File: src/rtl/xor_unit_arbiter.sv
// Round-robin scheduler that shares one external bitwise XOR unit between two
// valid/ready requesters: accept, execute, then hold the response until taken.
module xor_unit_arbiter #(
  parameter int N     = 8,
  parameter int CNT_W = 16
) (
  input  logic             clk,
  input  logic             rst_n,
  input  logic             req0_valid,
  input  logic [N-1:0]     req0_a,
  input  logic [N-1:0]     req0_b,
  output logic             req0_ready,
  output logic             resp0_valid,
  input  logic             resp0_ready,
  output logic [N-1:0]     resp0_data,
  input  logic             req1_valid,
  input  logic [N-1:0]     req1_a,
  input  logic [N-1:0]     req1_b,
  output logic             req1_ready,
  output logic             resp1_valid,
  input  logic             resp1_ready,
  output logic [N-1:0]     resp1_data,
  output logic [N-1:0]     xu_a,
  output logic [N-1:0]     xu_b,
  input  logic [N-1:0]     xu_c,
  output logic             busy,
  output logic [CNT_W-1:0] op_count
);

  typedef enum logic [1:0] {IDLE, EXEC, RESP} state_t;

  state_t         state, state_nx;
  logic           prio;
  logic           gnt;
  logic           sel;
  logic           acc;
  logic           done;
  logic [N-1:0]   op_a, op_b, res;
  logic [N-1:0]   last0, last1;

  // NOTE: every signal driven here gets a default first, so no path through
  // the case/if tree can leave one unassigned and infer a latch.
  always_comb begin
    state_nx = state;
    sel      = prio;
    if (req0_valid && !req1_valid)      sel = 1'b0;
    else if (req1_valid && !req0_valid) sel = 1'b1;

    // Ready is a function of the live valid, so a requester that drops valid
    // before acceptance simply loses the grant without touching any state.
    req0_ready  = rst_n && (state == IDLE) && req0_valid && !sel;
    req1_ready  = rst_n && (state == IDLE) && req1_valid &&  sel;
    acc         = req0_ready || req1_ready;

    resp0_valid = (state == RESP) && !gnt;
    resp1_valid = (state == RESP) &&  gnt;
    done        = (resp0_valid && resp0_ready) || (resp1_valid && resp1_ready);

    case (state)
      IDLE:    if (acc)  state_nx = EXEC;
      EXEC:              state_nx = RESP;
      RESP:    if (done) state_nx = IDLE;
      default:           state_nx = IDLE;
    endcase
  end

  // NOTE: sequential state uses non-blocking assignments so every register
  // samples pre-edge values regardless of statement order.
  always_ff @(posedge clk) begin
    if (!rst_n) begin
      state    <= IDLE;
      prio     <= 1'b0;
      gnt      <= 1'b0;
      op_a     <= '0;
      op_b     <= '0;
      res      <= '0;
      last0    <= '0;
      last1    <= '0;
      op_count <= '0;
    end else begin
      state <= state_nx;
      if (acc) begin
        op_a <= sel ? req1_a : req0_a;
        op_b <= sel ? req1_b : req0_b;
        gnt  <= sel;
      end
      if (state == EXEC) res <= xu_c;
      if (done) begin
        prio     <= ~gnt;
        op_count <= op_count + CNT_W'(1);
        if (gnt) last1 <= res;
        else     last0 <= res;
      end
    end
  end

  assign xu_a = op_a;
  assign xu_b = op_b;
  assign busy = (state != IDLE);

  // A non-granted port keeps showing the last result it actually consumed.
  assign resp0_data = resp0_valid ? res : last0;
  assign resp1_data = resp1_valid ? res : last1;

endmodule

File: config.mk
export PLATFORM = sky130hd
export DESIGN_NAME = xor_unit_arbiter
export DESIGN_NICKNAME = d
export VERILOG_FILES = /design/src/rtl/xor_unit_arbiter.sv
export SDC_FILE = /design/constraint.sdc
export NUM_CORES = 1
export LEC_CHECK = 0
export ABC_AREA = 1
export ABC_CLOCK_PERIOD_IN_PS = 3300
export BUFFER_PORTS_ARGS = -buffer_cell sky130_fd_sc_hd__buf_2
export CORE_MARGIN = 4
export CORE_UTILIZATION = 54
export DETAILED_ROUTE_END_ITERATION = 10
export GPL_TIMING_DRIVEN = 0
export PLACE_DENSITY = 0.89
export REMOVE_ABC_BUFFERS = 1
export SYNTH_ARGS = -nofsm -noshare
export SYNTH_HDL_FRONTEND = slang
export SYNTH_SLANG_ARGS = --single-unit
File: constraint.sdc
create_clock -name clk -period 3.3 [get_ports clk]
set_clock_uncertainty 0.15 [all_clocks]
set_input_delay 0.33 -clock clk [delete_from_list [all_inputs] [get_ports clk]]
set_output_delay 0.33 -clock clk [all_outputs]
set_load 0.005 [all_outputs]
# After elaboration in Yosys (flattened, before gate mapping)
# Index checks and enable logic that the tools add are counted.
word_totals:
  input_bits: 46
  ff_bits: 60
  output_inout_bits: 53
classes:
  eq_ne: 4
  n_addsub: 1
  n_bitwise: 1
  mux: 9
  reduce_logical: 22
ops:
  columns: ["cell", "count"]
  rows:
  - ["8-bit 2-to-1 mux", 4]
  - ["16-bit by 1-bit adder with 16-bit output, second input constant", 1]
  - ["1-bit logical AND", 11]
  - ["2-bit one-hot mux with 3 select lines", 1]
  - ["2-bit AND reduction", 3]
  - ["1-bit zero test", 4]
  - ["2-bit 2-to-1 mux", 2]
  - ["2-bit != test, second input constant", 2]
  - ["2-bit by 1-bit equality test with 1-bit output, second input constant", 1]
  - ["2-bit equality test, second input constant", 1]
  - ["2-bit zero test", 1]
  - ["1-bit logical OR", 2]
  - ["1-bit 2-to-1 mux", 2]
  - ["2-bit nonzero test", 1]
  - ["1-bit NOT", 1]

# Longest topological paths before layout
logic_depth:
  ltp_word: 9
  ltp_mapped: 9
  mapped_depth_nobuf: 9

# Worst setup path before layout
# No wires, ideal clock.
synth_path:
  path_type: "register to output"
  from: "register state[1]"
  to: "output resp0_data[0]"
  path_slack_ns: 1.742
  path_stages_with_launch: 6
  arrival_ns: 1.078
  required_ns: 2.820
  cell_sequence: "dfxtp_1 inv_1 nor2_1 nand2_1 buf_2 o21ai_0"
synth_between:
  elab_chain_cells: 3
synth_lines:
  columns: ["element", "line_no", "source"]
  rows:
  - ["start: declaration", "32", "state_t state, state_nx;"]
  - ["start signal: assignment", "81", "state <= state_nx;"]
  - ["2-bit equality test", "55", "resp0_valid = (state == RESP) && !gnt;"]
  - ["1-bit logical AND", "55", null]
  - ["8-bit 2-to-1 mux", "102", "assign resp0_data = resp0_valid ? res : last0;"]
  - ["end: declaration", "15", "output logic [N-1:0] resp0_data,"]
# No other way between the ends.

# Worst setup path in the final report
layout_path:
  from: "register state[1]"
  to: "output resp1_data[7]"
layout_between:
  elab_chain_cells: 3
layout_lines:
  columns: ["element", "line_no", "source"]
  rows:
  - ["2-bit equality test", "56", "resp1_valid = (state == RESP) && gnt;"]
  - ["1-bit logical AND", "56", null]
  - ["8-bit 2-to-1 mux", "103", "assign resp1_data = resp1_valid ? res : last1;"]
  - ["end: declaration", "22", "output logic [N-1:0] resp1_data,"]
# No other way between the ends.

==> results_dict.tcl <==
set metrics [dict create \
    status "complete, no violations" \
    synthCells 420 \
    cts_buffers 9 \
    nNetsFinal 557 \
    worstPathRequired_ns 2.82 \
    final_util 0.6770 \
    setup_viol_count_final 0 \
    hold_path.class "primary input to register" \
    synth_seq_cells 60 \
    maxSlewViolCount 0 \
    gr-usage-all-layers 0.2299 \
    first_pass_iters 5 \
    die_x_um 80.88 \
    root_buffer "clkbuf_8" \
    gp_congestion 0.8011 \
    min_period_ns 2.311 \
    dp_hpwl_um 4980 \
    rr_endpoint "op_count[3]" \
    drtAntennaViolNets 0 \
    ys_seq_area_frac 0.4188 \
    reg2reg_depth 5 \
    vias 2962 \
    antenna_found_initial 0 \
    ys_warn_count 0 \
    grt.overflow.total 0 \
    path_clk_slew_ns 0.06 \
    relSlewSlack 0.4978 \
    antennaDiodeCount 0 \
    syn_area_um2 2868 \
    cp-endpoint "resp1_data[7]" \
    startpoint_type "register" \
    postCtsHoldBufs 0 \
    n_fill_cell 456 \
    peakVddDrop_mv 0.2697 \
    layout-drive-gt1-share 0.2637 \
    rrSetupSlack_ns 1.23 \
    num_rows 26 \
    io_pins 99 \
    avgRoutedWirePerCell_um 12.09 \
    core_area_um2 5140 \
    rsz0062_at_grt "false" \
    drv_cap 0 \
    synth_top_area_frac 0.4188 \
    cts_tree "built" \
    worstReg2RegStart "state[1]" \
    power_mw 1.535 \
    p_per_area_nw_per_um2 441.1 \
    layout_setup_ws_ns 0.9890 \
    vias_per_cell 5.089 \
    synth_area_leader_cell "dfxtp_1" \
    grt_max_degree 39 \
    tightestPinTransition_ns 0.7525 \
    leakagePower_nw 1.675 \
    min_path_cells 3 \
    worst_hold_slack_ns 0.1432 \
    postCtsSetupRepairBufs 0 \
    fin_crit_sh 0.7003 \
    path_max_fanout 17 \
    final_hold_viol_count 0 \
    cts_resized 0 \
    areaGrowthSynthToFinish_pct 21.34 \
    grt_pass1_wl_um 11900 \
    startpoint "state[1]" \
    die_height_um 80.88 \
    seqCellArea_um2 1201 \
    path_class "register to primary output" \
    dieArea_um2 6541 \
    syn_area_per_cell_um2 6.828 \
    tns_ns 0 \
    clkLatencyLatePin_ns 0.32 \
    cts_sinks 60 \
    grt_pass1_vias 2771 \
    drc 0 \
    drt_iter0_drc 130 \
    place_ws_ns 1.147 \
    start_util 0.5579 \
    clock.fmax_mhz 432.7 \
    multi_input_comb_area_um2 1425 \
    final_cell_mix "nand2_1, buf_2, nor2_1" \
    final_common_cell "nand2_1" \
    port_buffers 98 \
    end_kind "primary output" \
    htreeDepth 3 \
    netlist_top_cells_area "dfxtp_1, nand2_1, nor2_1" \
    drt_wl_total_um 7035 \
    clock_path_buffers 2 \
    arrival_ns 1.83 \
    ys_types 26 \
]
[sequential cells by signal (all words and copies together), names as in the netlist]
| name | flops |
|---|---|
| res | 8 |
| xu_a | 8 |
| last1 | 8 |
| gnt | 1 |
| xu_b | 8 |
| state | 2 |
| last0 | 8 |
| op_count | 16 |
| prio | 1 |
[synth_stat cells (all sizes together)]
cell type,count
nand3b,3
ha,1
nand4,7
clkbuf,3
nor2,68
a211oi,8
inv,35
dfxtp,60
xor2,1
nand2,115
nand3,27
o31ai,1
o21ai,44
a21oi,29
nor3,2
buf,16
[layer usage]
metal | global-route usage | part of all wire
met5 | 0 | 0
met2 | 0.3826 | 0.47
met1 | 0.2670 | 0.43
met4 | 0.1132 | 0.014
met3 | 0.07095 | 0.084
[critical path, stage by stage (launching register included)]
cell and delay (ns):
dfxtp_1 0.38, inv_1 0.10, nor2_1 0.18, nand2_1 0.35
o21ai_0 0.33, buf_2 0.16
[per-stage QoR]
stage	instance area [µm²]	instances
finish	3480	582
global route	3480	582
CTS	3480	582
detailed placement	3336	569
global placement	3336	569
floorplan	2758	401
[power by group]
| group | leakage, nW | total, mW | internal (mW) | switching (mW) |
|---|---|---|---|---|
| registers | 0.489 | 0.792 | 0.768 | 0.0232 |
| clock network | 0.0803 | 0.509 | 0.254 | 0.256 |
| logic | 1.11 | 0.234 | 0.0873 | 0.147 |
| total | 1.68 | 1.53 | 1.11 | 0.425 |
[layout make-up]
type                       count  area share
multi-input combinational    306      0.4096
sequential                    60      0.3452
timing repair buffer          98      0.1410
inverter                      35     0.03776
clock buffer                   9     0.03560
tap                           70     0.02517
clock inverter                 4    0.005753
[worst min path at each step]
| stage | start | endpoint | slack (ns) |
|---|---|---|---|
| 2_1_floorplan | res[0] | last1[0] | 0.29 |
| 5_1_grt | xu_c[2] | res[2] | 0.16 |
| 6_report | xu_c[3] | res[3] | 0.14 |
| 4_1_cts | xu_c[3] | res[3] | 0.13 |
| 3_3_place_gp | res[1] | last1[1] | 0.29 |
| 3_5_place_dp | res[1] | last1[1] | 0.30 |
[logic make-up (layout without fill, tap and decap cells)]
family	Yosys count	after routing	share of synthesized area
AO/OA/AOI/OAI	82	82	0.1588
XOR/XNOR	1	1	0.003055
adder cells (fa/ha/maj)	1	1	0.004362
buffers and inverters	54	146	0.08421
flip-flops	60	60	0.4188
AND/OR/NAND/NOR	222	222	0.3307
Power figures use the tool's default switching activity.
